<file path="config.mk">
export PLATFORM = sky130hd
export DESIGN_NAME = dummy_accelerator_issue_queue_flat
export DESIGN_NICKNAME = d
export VERILOG_FILES = /design/src/rtl/dummy_accelerator_issue_queue_if.sv /design/src/rtl/dummy_accelerator_issue_queue.sv /design/src/flat_wrapper.sv
export SDC_FILE = /design/constraint.sdc
export NUM_CORES = 1
export LEC_CHECK = 0
export CAP_MARGIN = 20
export CORE_MARGIN = 4
export CORE_UTILIZATION = 47
export CTS_CLUSTER_DIAMETER = 40
export CTS_CLUSTER_SIZE = 30
export DETAILED_ROUTE_END_ITERATION = 10
export PLACE_DENSITY = 0.69
export REMOVE_ABC_BUFFERS = 1
export SYNTH_ARGS = -nofsm -noshare
export SYNTH_HDL_FRONTEND = slang
export SYNTH_SLANG_ARGS = --single-unit
</file>
<file path="constraint.sdc">
create_clock -name clk_i -period 2.65 [get_ports clk_i]
set_input_delay 0.53 -clock clk_i [delete_from_list [all_inputs] [get_ports clk_i]]
set_output_delay 0.53 -clock clk_i [all_outputs]
set_load 0.05 [all_outputs]
</file>
<file path="src/rtl/dummy_accelerator_issue_queue_if.sv">
// Core-to-accelerator issue port bundle: core request side, accelerator side, flush/done and status.
// "slave" is the queue's view; "master" is the surrounding core/accelerator view.
interface dummy_accelerator_issue_queue_if #(
    parameter int unsigned DEPTH        = 4,
    parameter int unsigned XLEN         = 64,
    parameter int unsigned CTL_W        = 8,
    parameter int unsigned TAG_W        = 4,
    parameter int unsigned MAX_INFLIGHT = 2
);
    localparam int unsigned CNT_W = $clog2(DEPTH + 1);
    localparam int unsigned INF_W = $clog2(MAX_INFLIGHT + 1);

    logic             flush_i;
    logic             core_valid_i;
    logic             core_ready_o;
    logic [XLEN-1:0]  core_rs1_i;
    logic [XLEN-1:0]  core_rs2_i;
    logic [CTL_W-1:0] core_ctl_i;
    logic [TAG_W-1:0] core_tag_i;
    logic             acc_valid_o;
    logic             acc_ready_i;
    logic [XLEN-1:0]  acc_rs1_o;
    logic [XLEN-1:0]  acc_rs2_o;
    logic [CTL_W-1:0] acc_ctl_o;
    logic [TAG_W-1:0] acc_tag_o;
    logic             acc_done_i;
    logic [CNT_W-1:0] count_o;
    logic [INF_W-1:0] inflight_o;
    logic             empty_o;
    logic             full_o;

    modport slave (
        input  flush_i, core_valid_i, core_rs1_i, core_rs2_i, core_ctl_i, core_tag_i,
               acc_ready_i, acc_done_i,
        output core_ready_o, acc_valid_o, acc_rs1_o, acc_rs2_o, acc_ctl_o, acc_tag_o,
               count_o, inflight_o, empty_o, full_o
    );

    modport master (
        output flush_i, core_valid_i, core_rs1_i, core_rs2_i, core_ctl_i, core_tag_i,
               acc_ready_i, acc_done_i,
        input  core_ready_o, acc_valid_o, acc_rs1_o, acc_rs2_o, acc_ctl_o, acc_tag_o,
               count_o, inflight_o, empty_o, full_o
    );
endinterface

</file>
<file path="src/rtl/dummy_accelerator_issue_queue.sv">
// Circular request FIFO in front of the dummy accelerator, with a cap on requests
// issued to the accelerator but not yet completed.
module dummy_accelerator_issue_queue #(
    parameter int unsigned DEPTH        = 4,
    parameter int unsigned XLEN         = 64,
    parameter int unsigned CTL_W        = 8,
    parameter int unsigned TAG_W        = 4,
    parameter int unsigned MAX_INFLIGHT = 2
) (
    input  logic                              clk_i,
    input  logic                              rst_ni,
    dummy_accelerator_issue_queue_if.slave    bus
);
    localparam int unsigned PTR_W = $clog2(DEPTH);
    localparam int unsigned CNT_W = $clog2(DEPTH + 1);
    localparam int unsigned INF_W = $clog2(MAX_INFLIGHT + 1);

    typedef struct packed {
        logic [XLEN-1:0]  rs1;
        logic [XLEN-1:0]  rs2;
        logic [CTL_W-1:0] ctl;
        logic [TAG_W-1:0] tag;
    } entry_t;

    entry_t           r_mem [DEPTH];
    logic [PTR_W-1:0] r_wp;
    logic [PTR_W-1:0] r_rp;
    logic [CNT_W-1:0] r_count;
    logic [INF_W-1:0] r_inflight;

    logic   w_full;
    logic   w_empty;
    logic   w_acc_valid;
    logic   w_push;
    logic   w_pop;
    entry_t w_head;

    // Handshake outputs derive from registered state only
    assign w_full      = (r_count == CNT_W'(DEPTH));
    assign w_empty     = (r_count == '0);
    assign w_acc_valid = !w_empty && (r_inflight < INF_W'(MAX_INFLIGHT));
    assign w_push      = bus.core_valid_i && !w_full;
    assign w_pop       = w_acc_valid && bus.acc_ready_i;
    assign w_head      = r_mem[r_rp];

    assign bus.core_ready_o = !w_full;
    assign bus.acc_valid_o  = w_acc_valid;
    assign bus.acc_rs1_o    = w_head.rs1;
    assign bus.acc_rs2_o    = w_head.rs2;
    assign bus.acc_ctl_o    = w_head.ctl;
    assign bus.acc_tag_o    = w_head.tag;
    assign bus.count_o      = r_count;
    assign bus.inflight_o   = r_inflight;
    assign bus.empty_o      = w_empty;
    assign bus.full_o       = w_full;

    // Entry storage; a push in a flush cycle is dropped
    always_ff @(posedge clk_i or negedge rst_ni) begin
        if (!rst_ni) begin
            for (int i = 0; i < int'(DEPTH); i++) begin
                r_mem[i] <= '0;
            end
        end else if (w_push && !bus.flush_i) begin
            r_mem[r_wp] <= {bus.core_rs1_i, bus.core_rs2_i, bus.core_ctl_i, bus.core_tag_i};
        end
    end

    always_ff @(posedge clk_i or negedge rst_ni) begin
        if (!rst_ni) begin
            r_wp       <= '0;
            r_rp       <= '0;
            r_count    <= '0;
            r_inflight <= '0;
        end else if (bus.flush_i) begin
            r_wp       <= '0;
            r_rp       <= '0;
            r_count    <= '0;
            r_inflight <= '0;
        end else begin
            if (w_push) r_wp <= r_wp + PTR_W'(1);
            if (w_pop)  r_rp <= r_rp + PTR_W'(1);
            case ({w_push, w_pop})
                2'b10:   r_count <= r_count + CNT_W'(1);
                2'b01:   r_count <= r_count - CNT_W'(1);
                default: r_count <= r_count;
            endcase
            // A done with nothing outstanding is dropped so the counter cannot underflow
            if (w_pop && !bus.acc_done_i) begin
                r_inflight <= r_inflight + INF_W'(1);
            end else if (!w_pop && bus.acc_done_i && (r_inflight != '0)) begin
                r_inflight <= r_inflight - INF_W'(1);
            end
        end
    end

    a_done_without_inflight: assert property (@(posedge clk_i) disable iff (!rst_ni)
        !(bus.acc_done_i && !bus.flush_i && !w_pop && (r_inflight == '0)));

endmodule

</file>
<file path="src/flat_wrapper.sv">
// flat-port wrapper written by rule: the top's interface ports become plain ports
module dummy_accelerator_issue_queue_flat 
#(
    parameter int unsigned DEPTH        = 4,
    parameter int unsigned XLEN         = 64,
    parameter int unsigned CTL_W        = 8,
    parameter int unsigned TAG_W        = 4,
    parameter int unsigned MAX_INFLIGHT = 2
)
  (clk_i, rst_ni, bus_flush_i, bus_core_valid_i, bus_core_rs1_i, bus_core_rs2_i, bus_core_ctl_i, bus_core_tag_i, bus_acc_ready_i, bus_acc_done_i, bus_core_ready_o, bus_acc_valid_o, bus_acc_rs1_o, bus_acc_rs2_o, bus_acc_ctl_o, bus_acc_tag_o, bus_count_o, bus_inflight_o, bus_empty_o, bus_full_o);
  dummy_accelerator_issue_queue_if #(.DEPTH(DEPTH), .XLEN(XLEN), .CTL_W(CTL_W), .TAG_W(TAG_W), .MAX_INFLIGHT(MAX_INFLIGHT)) bus_i ();
  input  logic clk_i;
  input  logic rst_ni;
  input wire logic [$bits(bus_i.flush_i)-1:0] bus_flush_i;
  input wire logic [$bits(bus_i.core_valid_i)-1:0] bus_core_valid_i;
  input wire logic [$bits(bus_i.core_rs1_i)-1:0] bus_core_rs1_i;
  input wire logic [$bits(bus_i.core_rs2_i)-1:0] bus_core_rs2_i;
  input wire logic [$bits(bus_i.core_ctl_i)-1:0] bus_core_ctl_i;
  input wire logic [$bits(bus_i.core_tag_i)-1:0] bus_core_tag_i;
  input wire logic [$bits(bus_i.acc_ready_i)-1:0] bus_acc_ready_i;
  input wire logic [$bits(bus_i.acc_done_i)-1:0] bus_acc_done_i;
  output wire logic [$bits(bus_i.core_ready_o)-1:0] bus_core_ready_o;
  output wire logic [$bits(bus_i.acc_valid_o)-1:0] bus_acc_valid_o;
  output wire logic [$bits(bus_i.acc_rs1_o)-1:0] bus_acc_rs1_o;
  output wire logic [$bits(bus_i.acc_rs2_o)-1:0] bus_acc_rs2_o;
  output wire logic [$bits(bus_i.acc_ctl_o)-1:0] bus_acc_ctl_o;
  output wire logic [$bits(bus_i.acc_tag_o)-1:0] bus_acc_tag_o;
  output wire logic [$bits(bus_i.count_o)-1:0] bus_count_o;
  output wire logic [$bits(bus_i.inflight_o)-1:0] bus_inflight_o;
  output wire logic [$bits(bus_i.empty_o)-1:0] bus_empty_o;
  output wire logic [$bits(bus_i.full_o)-1:0] bus_full_o;
  assign bus_i.flush_i = bus_flush_i;
  assign bus_i.core_valid_i = bus_core_valid_i;
  assign bus_i.core_rs1_i = bus_core_rs1_i;
  assign bus_i.core_rs2_i = bus_core_rs2_i;
  assign bus_i.core_ctl_i = bus_core_ctl_i;
  assign bus_i.core_tag_i = bus_core_tag_i;
  assign bus_i.acc_ready_i = bus_acc_ready_i;
  assign bus_i.acc_done_i = bus_acc_done_i;
  assign bus_core_ready_o = bus_i.core_ready_o;
  assign bus_acc_valid_o = bus_i.acc_valid_o;
  assign bus_acc_rs1_o = bus_i.acc_rs1_o;
  assign bus_acc_rs2_o = bus_i.acc_rs2_o;
  assign bus_acc_ctl_o = bus_i.acc_ctl_o;
  assign bus_acc_tag_o = bus_i.acc_tag_o;
  assign bus_count_o = bus_i.count_o;
  assign bus_inflight_o = bus_i.inflight_o;
  assign bus_empty_o = bus_i.empty_o;
  assign bus_full_o = bus_i.full_o;
  dummy_accelerator_issue_queue #(.DEPTH(DEPTH), .XLEN(XLEN), .CTL_W(CTL_W), .TAG_W(TAG_W), .MAX_INFLIGHT(MAX_INFLIGHT)) u_core (.clk_i(clk_i), .rst_ni(rst_ni), .bus(bus_i));
endmodule
</file>
==> results of run 1 <==
-- worst max path at each step --
stage / endpoint / cells after the start / from / slack [ns]
6_report: bus_acc_rs2_o[6] / 5 / u_core.r_rp[0]$_DFFE_PN0P_ / -0.15
5_1_grt: bus_acc_rs1_o[61] / 5 / u_core.r_rp[0]$_DFFE_PN0P_ / -0.21
4_1_cts: bus_acc_rs2_o[32] / 4 / u_core.r_rp[0]$_DFFE_PN0P_ / -0.22
3_5_place_dp: u_core.bus.count_o[2]$_DFFE_PN0P_ / 8 / bus_acc_ready_i / 0.16
3_3_place_gp: u_core.bus.count_o[2]$_DFFE_PN0P_ / 8 / bus_acc_ready_i / 0.16
2_1_floorplan: bus_acc_ctl_o[0] / 1 / u_core.r_rp[0]$_DFFE_PN0P_ / -4.21
-- layout by cell type (no fill, tap or decap), types with 6 or more instances in the layout --
master / netlist / routed
clkbuf_1: 17 / 6
mux2_4: 100 / 100
buf_12: 0 / 49
buf_16: 0 / 8
mux2_2: 424 / 424
clkinv_2: 0 / 13
buf_4: 22 / 62
inv_6: 0 / 16
clkinv_4: 0 / 7
mux2_1: 38 / 38
mux4_2: 140 / 140
nor2_1: 6 / 6
clkbuf_16: 0 / 93
bufinv_16: 0 / 7
buf_8: 0 / 12
dfrtp_1: 569 / 567
clkinvlp_4: 0 / 7
clkdlybuf4s50_1: 0 / 149
buf_6: 21 / 121
inv_8: 0 / 7
-- stage by stage --
step | setup slack, ns | TNS (ns) | hold WS (ns)
floorplan | -4.21 | -2298.41 | 0.234
detailed placement | 0.155 | 0 | 0.477
CTS | -0.224 | -17.17 | 0.484
global route | -0.214 | -19.88 | 0.486
global placement | 0.156 | 0 | 0.468
finish | -0.148 | -9.49 | 0.448
-- layer usage --
| metal | global-route usage (%) | wire (um) | part of all wire (%) |
|---|---|---|---|
| met1 | 28.2 | 25300 | 43 |
| met2 | 33.9 | 29300 | 50 |
| met3 | 6.45 | 3490 | 5.9 |
| met4 | 5.11 | 917 | 1.5 |
| met5 | 0 | 100 | 0.17 |
-- layout make-up --
| type | count | area share [%] |
|---|---|---|
| Timing Repair Buffer | 406 | 14.4 |
| Clock inverter | 63 | 2.21 |
| Inverter | 4 | 0.0452 |
| Tap cell | 688 | 2.59 |
| Multi-Input combinational cell | 749 | 30.7 |
| Clock buffer | 102 | 7.13 |
| Sequential cell | 569 | 42.9 |
| Antenna cell | 1 | 0.00754 |
-- flip-flops by register name (all words and copies together) (netlist names) --
register	flops
u_core.bus.count_o	3
u_core.bus.inflight_o	2
u_core.r_mem	560
u_core.r_rp	2
u_core.r_wp	2
-- power by group through the flow --
stage / clock, mW / combinational (mW) / sequential [mW]
global placement: 0 / 20.1 / 14.4
global route: 12.5 / 23.6 / 15.1
CTS: 12.1 / 22.4 / 14.6
finish: 11.8 / 22.5 / 14.6
detailed placement: 0 / 20.3 / 14.7
floorplan: 0 / 13.1 / 14.3
-- cell families (layout without fill, tap and decap cells) --
group | after synthesis | after routing | share of synthesized area, %
AND/OR/NAND/NOR | 30 | 30 | 0.669
XOR/XNOR | 4 | 4 | 0.140
AO/OA/AOI/OAI | 7 | 7 | 0.175
buffers and inverters | 99 | 575 | 2.59
adder cells (fa/ha/maj) | 5 | 5 | 0.279
other | 0 | 1 | 0
flip-flops | 569 | 569 | 56.8
multiplexers | 703 | 703 | 39.4
-- critical path: stages, from the launching register on --
cell	delay (ns)
dfrtp_4	0.45
buf_12	0.17
buf_8	0.16
buf_4	0.14
mux4_2	0.55
buf_6	0.18
-- what timing repair did --
item | CTS | global route
buffers inserted | 24 | 4
gates resized for setup | 139 | 31
endpoints found under the setup margin | 138 | 142
hold endpoints to repair | 57 | 0
hold buffers | 1 | 0
gates cloned | 6 | 2
pin swaps | 0 | 0
==> flow_summary.yaml, run 1 <==
worst_setup_path:
  rrSetupSlack_ns: 0.30
  cp.arrival_ns: 2.27
  critPathLaunchType: "register"
  end_kind: "output port"
  timing.rr.end: "u_core.r_mem[185]$_DFFE_PN0P_"
  criticalPathCategory: "register to output port"
  crit_path_max_fanout: 8
  reg2reg_from: "u_core.bus.count_o[0]$_DFFE_PN0P_"
  required_ns: 2.12
  r2r.worst_path.cells: 7
layout:
  area_growth_pct: 32.4
  fillCellCount: 3723
  multi_input_area_sq_um: 10200
  stdcell_area_sq_um: 33200
  nets: 1971
  postLayoutCoreUtil_pct: 63.1
  final_cells: 2582
  drive_gt1_share_pct: 57.5
  seqCellArea_sq_um: 14200
worst_hold_path:
  hp-class: "input port to asynchronous set/reset pin"
run:
  maxCapViolations: 0
logic_synthesis:
  ys.flop_type: "dfrtp_1"
  synth.top_cell.area_share_pct: 56.8
  synth_area_per_cell_sq_um: 17.7
  ys_async_sr_fraction_pct: 100
  yosysSeqAreaShare_pct: 56.8
  ys_warn_count: 0
  synth_top_area_cell: "dfrtp_1"
  syn_inst: 1417
  synthTopCellsByArea: "dfrtp_1 (57%), mux2_2 (19%), mux4_2 (13%)"
  yosys.cell_types.count: 33
  synthTopCellsByCount: "dfrtp_1 (569), mux2_2 (424), mux4_2 (140)"
  synth_edf_count: 0
  synth-seq-cells: 569
  syn_area_sq_um: 25100
  synth_most_common_cell: "dfrtp_1"
pwr:
  vdd_drop_max_uv: 1010
  switchingPower_mw: 18.2
  combPwrFrac_pct: 45.9
  power_frac_seq_pct: 29.9
  power_frac_clock_pct: 24.2
  sw_frac_of_total_pct: 37.2
  p_int_mw: 30.8
  p_leak_nw: 14.9
  finalPower_mw: 49.0
  powerDensity_nw_per_um2: 1470
clock_network:
  h-tree-depth: 3
  clockRootBuffer: "clkbuf_16"
  clock_path_buffers: 3
  cts_made_buffers: 90
  cts_sinks: 569
  cts.clk_slew.worst_paths_ns: 0.06
  clk_latency_ns: 0.64
  cts_tree: "built"
floorplanning:
  die_h_um: 239
  die-width_um: 239
  core_sq_um: 52700
  dieArea_sq_um: 57100
  start_util_pct: 47.6
  rows: 84
  ioPinCount: 295
timing:
  rsz0062_at_grt: "true"
  slew_viol_final: 0
  hold_viol_final: 0
  fin_crit_ns: 2.80
  maxSlewHeadroom_pct: 53.6
  fmax_mhz: 357
  fin_crit_sh_pct: 106
  max_slew.worst_pin.slew_ns: 0.697
  setup_ws_ns: -0.148
  setup-violations-final: 124
  fin_worst_skew_ns: 0.0300
global_routing:
  grt_max_degree: 80
  grt.overflow.total: 0
  grt_pass1_wl_um: 93600
  grt_pass1_vias: 16100
  grt_usage_pct: 21.0
  antenna_found_initial: 10
routing:
  drt_iter0_markers: 581
  vias: 14300
  routedWlPerCell_um: 22.9
  wl_um: 59200
  drt_first_pass_iters: 4
  drcViolationCount: 0
  drtAntennaViolNets: 0
  vias_per_cell: 5.52
placement:
  gp_congestion: 0.766
  io_buffers: 294
  dpl-instance-area_sq_um: 29100
  dp_hpwl_um: 37000
  dp.cells: 2381
run_status:
  status: "complete, but fails checks"
  violations: "negative setup slack"
Power figures use the tool's default switching activity.
==> inputs of run 2 (changes only) <==
--- a/config.mk
+++ b/config.mk
@@ -6,12 +6,13 @@
 export NUM_CORES = 1
 export LEC_CHECK = 0
 export CAP_MARGIN = 20
-export CORE_MARGIN = 4
+export CORE_MARGIN = 2
 export CORE_UTILIZATION = 47
 export CTS_CLUSTER_DIAMETER = 40
 export CTS_CLUSTER_SIZE = 30
 export DETAILED_ROUTE_END_ITERATION = 10
-export PLACE_DENSITY = 0.69
+export MAX_ROUTING_LAYER = met4
+export PLACE_DENSITY = 0.75
 export REMOVE_ABC_BUFFERS = 1
 export SYNTH_ARGS = -nofsm -noshare
 export SYNTH_HDL_FRONTEND = slang
==> flow_summary.yaml, run 2 (same netlist as run 1, synthesis figures left out) <==
pwr:
  p_leak_nw: 14.8
  finalPower_mw: 49.3
  powerDensity_nw_per_um2: 1490
  vdd_drop_max_uv: 958
global_routing:
  grt.overflow.total: 0
  grt_max_degree: 81
  grt_pass1_vias: 15900
  grt_pass1_wl_um: 91500
  antenna_found_initial: 6
  grt_usage_pct: 21.7
worst_hold_path:
  holdPathEnd: "u_core.r_mem[78]$_DFFE_PN0P_"
  hp-class: "register to register"
  min_from: "u_core.r_mem[78]$_DFFE_PN0P_"
  hold_depth: 1
layout:
  layout_common_cells: "dfrtp_1 (567), mux2_2 (424), clkdlybuf4s50_1 (149)"
  nets: 1943
  drive_gt1_share_pct: 56.8
  largest_register: "u_core.r_mem"
  mostFrequentLayoutCell: "dfrtp_1"
  final_cells: 2563
  largest_reg_flops: 560
  area_growth_pct: 31.8
routing:
  vias_per_cell: 5.49
  drt_iter0_markers: 597
  wl_um: 57200
  routedWlPerCell_um: 22.3
  drcViolationCount: 0
  vias: 14100
  drtAntennaViolNets: 0
  drt_first_pass_iters: 4
floorplanning:
  rows: 84
  start_util_pct: 47.6
  core_sq_um: 52700
  ioPinCount: 295
  die-width_um: 235
  dieArea_sq_um: 55200
  die_h_um: 235
placement:
  io_buffers: 294
  dp_hpwl_um: 34900
  dp.cells: 2365
  gp_congestion: 0.755
timing:
  setup-violations-final: 130
  fin_crit_sh_pct: 105
  whs_ns: 0.483
  fin_worst_skew_ns: 0.0161
  fin_crit_ns: 2.77
  slew_viol_final: 0
  setup_ws_ns: -0.120
  fmax_mhz: 361
  hold_viol_final: 0
  rsz0062_at_grt: "true"
  maxSlewHeadroom_pct: 55.3
  max_slew.worst_pin.slew_ns: 0.671
clock_network:
  cts_tree: "built"
  cts.clk_slew.worst_paths_ns: 0.05
  clk_latency_ns: 0.61
  cts_sinks: 569
  h-tree-depth: 3
  clockRootBuffer: "clkbuf_16"
  cts_made_buffers: 89
  clock_path_buffers: 3
worst_setup_path:
  r2r.worst_path.cells: 6
  crit_buf_inv: 4
  timing.rr.end: "u_core.r_mem[86]$_DFFE_PN0P_"
  criticalPathCategory: "register to output port"
  cp.arrival_ns: 2.24
  end_kind: "output port"
  crit_path_max_fanout: 9
  reg2reg_from: "u_core.bus.count_o[0]$_DFFE_PN0P_"
  path_delay_family: "buffers and inverters"
  critPathMaxStageDelay_ns: 0.50
  cp_slowest_cell: "dfrtp_4"
  critPathLaunchType: "register"
  required_ns: 2.12
  rrSetupSlack_ns: 0.36
  cp_cell_sequence: "buf_12, buf_16, buf_16, mux4_2, buf_6"
  cpMostUsedCell: "buf_16"
run:
  maxCapViolations: 0
run_status:
  violations: "negative setup slack"
  status: "complete, but fails checks"
run 2: how the worst max path moves through the flow:
stage | slack (ns) | to | from | cells past startpoint
CTS | -0.20 | bus_acc_rs1_o[17] | u_core.r_rp[0]$_DFFE_PN0P_ | 5
global placement | 0.11 | u_core.r_mem[86]$_DFFE_PN0P_ | bus_core_valid_i | 5
finish | -0.12 | bus_acc_rs2_o[59] | u_core.r_rp[0]$_DFFE_PN0P_ | 5
detailed placement | 0.08 | u_core.r_mem[93]$_DFFE_PN0P_ | bus_core_valid_i | 5
global route | -0.19 | bus_acc_rs2_o[39] | u_core.r_rp[0]$_DFFE_PN0P_ | 5
floorplan | -4.21 | bus_acc_ctl_o[0] | u_core.r_rp[0]$_DFFE_PN0P_ | 1
run 2: per-layer routing:
| metal | part of all wire, % | track usage [%] |
|---|---|---|
| met5 | 0 | - |
| met4 | 2.4 | 7.25 |
| met3 | 5.0 | 4.92 |
| met2 | 49 | 33.7 |
| met1 | 44 | 28.4 |
run 2: cell type report:
type | count | area [sq um]
Clock buffer | 107 | 2410
Clock inverter | 61 | 782
Sequential cell | 569 | 14200
Inverter | 4 | 15.0
Fill cell | 3656 | 19600
Antenna cell | 6 | 15.0
Tap cell | 688 | 861
Timing Repair Buffer | 379 | 4510
Multi-Input combinational cell | 749 | 10200
run 2: stage by stage:
step                util, %  worst slack [ns]  instance area, sq um  TNS (ns)
global placement       54.8             0.110                 28800         0
global route           62.8            -0.194                 33000    -18.56
finish                 62.8            -0.120                 33000     -9.67
floorplan                 -             -4.21                 24400  -2298.41
detailed placement     54.8            0.0828                 28800         0
CTS                    62.3            -0.200                 32800    -16.19
run 2: timing repair:
action,in CTS,in global routing
buffers inserted,10,7
pin swaps,0,0
hold endpoints to repair,54,0
gates resized for setup,140,41
setup endpoints to repair,139,138
cloned,5,4
hold buffers,1,0
run 2: where the power goes:
| part | total [mW] | leakage [nW] | internal (mW) | switching, mW |
|---|---|---|---|---|
| Sequential | 14.7 | 7.14 | 12.6 | 2.02 |
| Clock | 12.2 | 1.52 | 7.85 | 4.37 |
| Combinational | 22.5 | 6.09 | 10.9 | 11.6 |
| Total | 49.3 | 14.8 | 31.4 | 18.0 |
